### src/rtl/gamepad_pmod_receiver.sv
// Serial gamepad receiver: synchronises a clock/data/latch PMOD link, shifts in
// controller bits and publishes debounced-free button levels with edge pulses.
module gamepad_pmod_receiver #(
  parameter int unsigned NUM_PADS       = 2,
  parameter int unsigned BITS_PER_PAD   = 12,
  parameter int unsigned SYNC_STAGES    = 2,
  parameter int unsigned TIMEOUT_CYCLES = 2000000
) (
  input  logic                             clk,
  input  logic                             rst_n,
  input  logic                             pmod_data,
  input  logic                             pmod_clk,
  input  logic                             pmod_latch,
  output logic [NUM_PADS*BITS_PER_PAD-1:0] buttons,
  output logic [NUM_PADS-1:0]              present,
  output logic [NUM_PADS*BITS_PER_PAD-1:0] pressed,
  output logic [NUM_PADS*BITS_PER_PAD-1:0] released,
  output logic                             frame_valid,
  output logic                             frame_error,
  output logic                             stale
);

  localparam int unsigned W    = NUM_PADS * BITS_PER_PAD;
  localparam int unsigned CntW = $clog2(W + 2);
  localparam int unsigned TmoW = (TIMEOUT_CYCLES > 0) ? $clog2(TIMEOUT_CYCLES + 1) : 1;

  logic [SYNC_STAGES-1:0] data_sync_q, clk_sync_q, latch_sync_q;
  logic                   clk_prev_q, latch_prev_q;
  logic [W-1:0]           shift_q, raw_q;
  logic [CntW-1:0]        bit_cnt_q;
  logic [TmoW-1:0]        tmo_q;

  logic         data_s, clk_s, latch_s;
  logic         clk_rise, latch_rise, count_ok, accept, reject, tmo_fire, update;
  logic [W-1:0] new_raw, new_buttons;
  logic [NUM_PADS-1:0] new_present;

  assign data_s     = data_sync_q[SYNC_STAGES-1];
  assign clk_s      = clk_sync_q[SYNC_STAGES-1];
  assign latch_s    = latch_sync_q[SYNC_STAGES-1];
  assign clk_rise   = clk_s & ~clk_prev_q;
  assign latch_rise = latch_s & ~latch_prev_q;

  always_comb begin
    count_ok = 1'b0;
    for (int unsigned k = 1; k <= NUM_PADS; k++) begin
      if (bit_cnt_q == CntW'(k * BITS_PER_PAD)) count_ok = 1'b1;
    end
  end

  // A bit clock coinciding with the latch is ambiguous, so the frame is dropped.
  assign accept   = latch_rise & ~clk_rise & count_ok;
  assign reject   = latch_rise & ~accept;
  assign tmo_fire = (TIMEOUT_CYCLES != 0) && !accept &&
                    (32'(tmo_q) == TIMEOUT_CYCLES - 1);
  assign update   = accept | tmo_fire;

  always_comb begin
    new_raw = raw_q;
    if (accept)        new_raw = shift_q;
    else if (tmo_fire) new_raw = '1;
  end

  // An all-ones slice means the pad's data line floated high: nothing attached.
  always_comb begin
    new_buttons = '0;
    new_present = '0;
    for (int p = 0; p < int'(NUM_PADS); p++) begin
      if (new_raw[p*BITS_PER_PAD +: BITS_PER_PAD] != '1) begin
        new_present[p]                         = 1'b1;
        new_buttons[p*BITS_PER_PAD +: BITS_PER_PAD] = new_raw[p*BITS_PER_PAD +: BITS_PER_PAD];
      end
    end
  end

  always_ff @(posedge clk or negedge rst_n) begin
    if (!rst_n) begin
      data_sync_q  <= '0;
      clk_sync_q   <= '0;
      latch_sync_q <= '0;
      clk_prev_q   <= 1'b0;
      latch_prev_q <= 1'b0;
      shift_q      <= '1;
      raw_q        <= '1;
      bit_cnt_q    <= '0;
      tmo_q        <= '0;
      buttons      <= '0;
      present      <= '0;
      pressed      <= '0;
      released     <= '0;
      frame_valid  <= 1'b0;
      frame_error  <= 1'b0;
      stale        <= 1'b1;
    end else begin
      data_sync_q  <= {data_sync_q[SYNC_STAGES-2:0], pmod_data};
      clk_sync_q   <= {clk_sync_q[SYNC_STAGES-2:0], pmod_clk};
      latch_sync_q <= {latch_sync_q[SYNC_STAGES-2:0], pmod_latch};
      clk_prev_q   <= clk_s;
      latch_prev_q <= latch_s;

      if (latch_rise) begin
        shift_q   <= '1;
        bit_cnt_q <= '0;
      end else if (clk_rise) begin
        shift_q <= {shift_q[W-2:0], data_s};
        if (bit_cnt_q != CntW'(W + 1)) bit_cnt_q <= bit_cnt_q + CntW'(1);
      end

      if (TIMEOUT_CYCLES == 0 || accept) tmo_q <= '0;
      else if (32'(tmo_q) != TIMEOUT_CYCLES) tmo_q <= tmo_q + TmoW'(1);

      raw_q <= new_raw;
      if (update) begin
        buttons  <= new_buttons;
        present  <= new_present;
        pressed  <= new_buttons & ~buttons;
        released <= ~new_buttons & buttons;
      end else begin
        pressed  <= '0;
        released <= '0;
      end

      frame_valid <= accept;
      frame_error <= reject;
      if (accept)        stale <= 1'b0;
      else if (tmo_fire) stale <= 1'b1;
    end
  end

endmodule

### config.mk
export PLATFORM = sky130hd
export DESIGN_NAME = gamepad_pmod_receiver
export DESIGN_NICKNAME = d
export VERILOG_FILES = /design/src/rtl/gamepad_pmod_receiver.sv
export SDC_FILE = /design/constraint.sdc
export NUM_CORES = 1
export LEC_CHECK = 0
export CORE_ASPECT_RATIO = 0.8
export CORE_MARGIN = 2
export CORE_UTILIZATION = 40
export DETAILED_ROUTE_END_ITERATION = 16
export PLACE_DENSITY = 0.64
export SLEW_MARGIN = 20
export SYNTH_ARGS = -nofsm -noshare
export SYNTH_HDL_FRONTEND = slang
export SYNTH_SLANG_ARGS = --single-unit
### constraint.sdc
create_clock -name clk -period 2.47 [get_ports clk]
set_input_delay 0.3705 -clock clk [delete_from_list [all_inputs] [get_ports clk]]
set_output_delay 0.3705 -clock clk [all_outputs]
set_load 0.05 [all_outputs]
== Yosys cells after proc, flatten, opt, wreduce, memory -nomap -nowiden ==
Index checks and enable logic that the tools add are counted.

* Memory bits (read-only): 0
* Word-level logic and storage cells: 65
* Flip-flop bits (word level): 159
* Latch bits: 0
* Memory bits (writable): 0
* Memories kept: 0

* Reductions and logical operators: 7
* Add/sub/neg operators: 2
* Shift-type cells: 0
* Muxes and demuxes: 19
* Order comparisons: 0
* Div/mod/pow operators: 0
* Bitwise gates (word level): 14
* Eq/ne operators: 7
* Multipliers: 0

{| class="wikitable"
|+ Operators with widths
! operator !! count
|-
| $mux W24 || 6
|-
| $and A24 B24 Y24 || 2
|-
| $not A24 Y24 || 2
|-
| $mux W21 || 2
|-
| $mux W12 || 2
|-
| $ne A12 B12 Y1 const B || 2
|-
| $add A21 B1 Y21 const B || 1
|-
| $eq A21 B21 Y1 const B || 1
|-
| $ne A21 B21 Y1 const B || 1
|-
| $mux W5 || 3
|-
| $reduce_bool A2 Y1 || 4
|-
| $mux W1 || 6
|-
| $add A5 B1 Y5 const B || 1
|-
| $and A1 B1 Y1 || 5
|-
| $eq A5 B4 Y1 const B || 1
|-
| $eq A5 B5 Y1 const B || 1
|-
| $ne A5 B5 Y1 const B || 1
|-
| $not A1 Y1 || 4
|-
| $reduce_and A2 Y1 || 1
|-
| $logic_and A1 B1 Y1 || 1
|-
| $logic_not A1 Y1 || 1
|-
| $or A1 B1 Y1 || 1
|}

== Depth between registers and ports, before layout ==
* Depth in word-level cells: 14
* Depth in mapped cells: 9
* Depth with buffers taken out: 7

== Worst setup path after synthesis ==
OpenSTA, ideal clock, no wires.

* Kind: register to register
* From: register tmo_q[0]
* To: register tmo_q[20]
* Arrival: 1.837 ns
* Stages on the path, launching flop included: 7
* Data required time: 2.394 ns
* Slack: 0.556 ns
* Clock period less this slack: 1.914 ns
* Path through: dfrtp_1 > ha_1 > nand2_1 > or4_1 > buf_2 > or4_1 > o21ai_1

* Word-level cells in the longest chain between the ends: 3
* Elaborated cells between the ends (all ways): 5
* Classes of those cells: add/sub (1); eq/ne (1); mux (2); reduce/logical (1)

{| class="wikitable"
|+ Ends and longest elaborated chain
! item !! RTL line !! RTL
|-
| start: declaration || 31 || <nowiki>logic [TmoW-1:0] tmo_q;</nowiki>
|-
| start signal: assignment || 110 || <nowiki>else if (32'(tmo_q) != TIMEOUT_CYCLES) tmo_q <= tmo_q + TmoW'(1);</nowiki>
|-
| $add A21 B1 Y21 || 110 ||
|-
| $mux W21 || 110 ||
|-
| $mux W21 || 109 || <nowiki>if (TIMEOUT_CYCLES == 0 || accept) tmo_q <= '0;</nowiki>
|}

Several ways; a longest one is shown, not always the timed one. The select of a mux whose other input is x is not followed.
A chain may end at the register's enable or synchronous reset.

== Worst setup path in the final report ==
* From: register stale
* To: output port stale

{| class="wikitable"
|+ RTL lines
! item !! RTL line !! RTL
|-
| start: declaration || 20 || <nowiki>output logic stale</nowiki>
|-
| start signal: assignment || 93 || <nowiki>stale <= 1'b1;</nowiki>
|-
| start signal: assignment || 125 || <nowiki>if (accept) stale <= 1'b0;</nowiki>
|-
| start signal: assignment || 126 || <nowiki>else if (tmo_fire) stale <= 1'b1;</nowiki>
|}

No word-level cell between the ends.

==> impl_results.md <==
- Crit-path cells: clkdlybuf4s50_1
- # clock sinks: 135
- WHS: 0.366 ns
- Syn nets: 487
- Initial Util: 41.2%
- Wire length per cell: 14.6 um
- Clock power share: 47.1%
- Worst min-delay path class: flip-flop to flip-flop
- Post-synth EDFFs: 0
- Post-CTS Setup Repair Bufs: 0
- Peak VDD IR: 543 uV
- NetSw: 0.00136 W
- Yosys cell types: 39
- FP Rows: 37
- Worst EP arrival: 1.73 ns
- WS Path Type: flip-flop to output pin
- Pleak: 3.10 nW
- Most Crowded Layer GR: met2
- Post_cts resized: 0
- H-tree depth: 4
- Slew headroom: 39.3%
- Min-delay src: clk_sync_q[0]$_DFF_PN0_
- Cells after Synth: 477
- Sequential share of the synthesized area: 63.8%
- Gate power share: 6.1%
- Grt met2 use: 25.8%
- Layout area overhead: 30.5%
- CTS Root Cell: clkbuf_16
- Vias per std cell: 5.01
- Critical R2R Capture: tmo_q[20]$_DFFE_PN0P_
- # DRC: 0
- Pre-CTS setup slack: 0.383 ns
- Flop pwr share: 46.9%
- Crit. End Element: output pin
- Register clock-pin slew on the reported worst setup and hold paths: 0.06 ns
- R2r setup slk: 0.38 ns
- Skew final: 0.0115 ns
- Vias in the first global route: 3,811
- CP max stage delay: 0.80 ns
- Area leader, netlist: dfrtp_1
- Die width: 133 um
- Fmax: 476 MHz
- Largest net degree at the start of global routing: 58
- Unrepaired setup endpoints after global routing: no
- Synthesized cell area: 5340 sq um
- Power Density: 773 nW/um^2
- DP HPWL: 7100 um
- Die Y: 107 um
- Sw frac: 25.1%
- Top Ports: 82
- Crit start category: flip-flop
- Worst reg2reg path depth: 5
- Port Buf Inserts: 81
- Area post-placement: 6360 sq um
- Pint: 0.00403 W
- Vias: 3,746
- Most frequent cells in the layout: dfrtp_1 (110), clkdlybuf4s50_1 (80), nand2_1 (59), inv_1 (35), nand3_1 (32)
- Crit path max fanout: 2
- Post-Route WL: 10,900 um
- Antenna Cells: 0
- Grt ovf: 0
- Setup WS post-layout: 0.367 ns
- Design Area, Final: 6970 sq um
- Share of cells above drive strength 1: 13.6%
- Dominant cells by area after synthesis: dfrtp_1 (52%), dfstp_2 (12%), nand2_1 (4.1%), a22o_1 (3.9%), a211oi_1 (3.4%)
- RR Startpoint: tmo_q[0]$_DFFE_PN0P_
- Commonest non-fill, non-tap cell in the layout: dfrtp_1
- Top cell type's share of synthesized area: 51.5%
- Starting DRT DRC Count: 234
- Grt met3 use: 4.76%
- Slew @ Worst Pin: 0.911 ns
- Initial antenna violation count: 0
- Final Hold Vio Count: 0
- Final period util: 85.1%
- Clock Tree Buf Depth: 2
- Met1 GRT Util: 22.5%
- Post-cts hold buffer count: 1
- Hold Path Depth: 0
- Final setup viols: 0
- Asr flop ratio synth: 100%
- Layout Nets: 570
- Top delay family on crit path: buffers and inverters
- WP buf/inv: 1
- Fin crit period: 2.10 ns
- Outcome: finished, final reports clean
- Critical path's slowest cell: clkdlybuf4s50_1
- Synth warn: 0
- Num CTS Buffers: 17
- CTS tree: built
- RD Place Congestion: 0.811
- Critical path required time: 2.10 ns
- Slew Viols, Final: 0
- Gr usage total: 16.6%
- Die Area: 14,300 sq um
- Main synth FF type: dfrtp_1
- Post-synthesis average cell area: 11.2 sq um
- Core area: 13,000 sq um
- Routed Antenna Nets: 0
- Max-Cap Viols: 0
- Hold Path Sink: clk_sync_q[1]$_DFF_PN0_
- Clock latency on the worst-skew pair: 0.41 ns
- Critical Path Start: stale$_DFFE_PN1P_
- First-pass GRT wire length: 18,800 um
- Synthesized flop and latch total: 135
- Setup TNS: 0 ns
- Detailed Routing Iterations Pass 1: 4
==> cells in the mapped netlist, drive strengths merged, types with 2 or more instances <==
cell    count
clkbuf     12
and3       25
ha          5
nand2b      2
nor3        9
and4        2
buf        17
xor2        5
o21ai      13
a21oi      14
nor2b       2
nand4      11
nor4        2
a211oi     24
or4         3
dfrtp     110
xnor2       7
or3        11
a21o        2
nand3      33
dfstp      25
inv        35
nand2      59
nor2       17
a22o       24
nand4b      2
==> per-layer routing <==
metal	vias up	wire, um
met3	6	489
li1	1814	-
met5	-	0
met1	1849	5170
met4	0	111
met2	77	5180
==> area by class of cell <==
class	instances	area, sq um
flip-flops and latches	135	3410
inverters	35	131
fillers	1113	5990
clock inverters	14	163
repair buffers	93	930
clock buffers	18	439
multi-input cells	278	1680
well taps	175	219
==> worst max-delay path by stage <==
stage | cells past startpoint | to | slack (ns)
final | 1 | stale | 0.37
after global placement | 5 | tmo_q[20]$_DFFE_PN0P_ | 0.45
after floorplan | 6 | tmo_q[20]$_DFFE_PN0P_ | 0.56
after global routing | 5 | released[15]$_DFF_PN0_ | 0.23
after CTS | 1 | stale | 0.34
after detailed placement | 5 | tmo_q[20]$_DFFE_PN0P_ | 0.38
==> power by group through the flow <==
stage | registers [W] | logic [W] | clock network [W]
after global routing | 0.00255 | 0.000382 | 0.00268
final | 0.00253 | 0.000326 | 0.00254
after global placement | 0.00255 | 0.000317 | 0
after detailed placement | 0.00256 | 0.000331 | 0
after floorplan | 0.00254 | 0.000201 | 0
after CTS | 0.00252 | 0.000334 | 0.00260
==> per-stage QoR <==
step	instances	utilization, %	total power, W
floorplan	477	-	0.00274
global placement	715	49.1	0.00287
detailed placement	715	49.1	0.00289
CTS	748	53.8	0.00545
global route	748	53.8	0.00561
finish	748	53.8	0.00539
==> sequential cells by signal, summed over array words and instances (netlist names), 2 cells and up <==
| signal | count |
|---|---|
| bit_cnt_q | 5 |
| buttons | 24 |
| clk_sync_q | 2 |
| data_sync_q | 2 |
| latch_sync_q | 2 |
| present | 2 |
| pressed | 24 |
| released | 24 |
| shift_q | 24 |
| tmo_q | 21 |
==> cells by family (layout without fill, tap and decap cells) <==
group / count (synthesis) / count (layout) / share of synthesized area [%]
xor gates and xnor gates: 12 / 12 / 1.97
DFF: 135 / 135 / 63.8
buffers and inverters: 64 / 160 / 4.97
AOI/OAI and AO/OA: 79 / 79 / 10.4
adders and majority gates: 5 / 5 / 1.17
and+or+nand+nor: 182 / 182 / 17.6
Note: power is estimated with default switching activity, not from simulation.
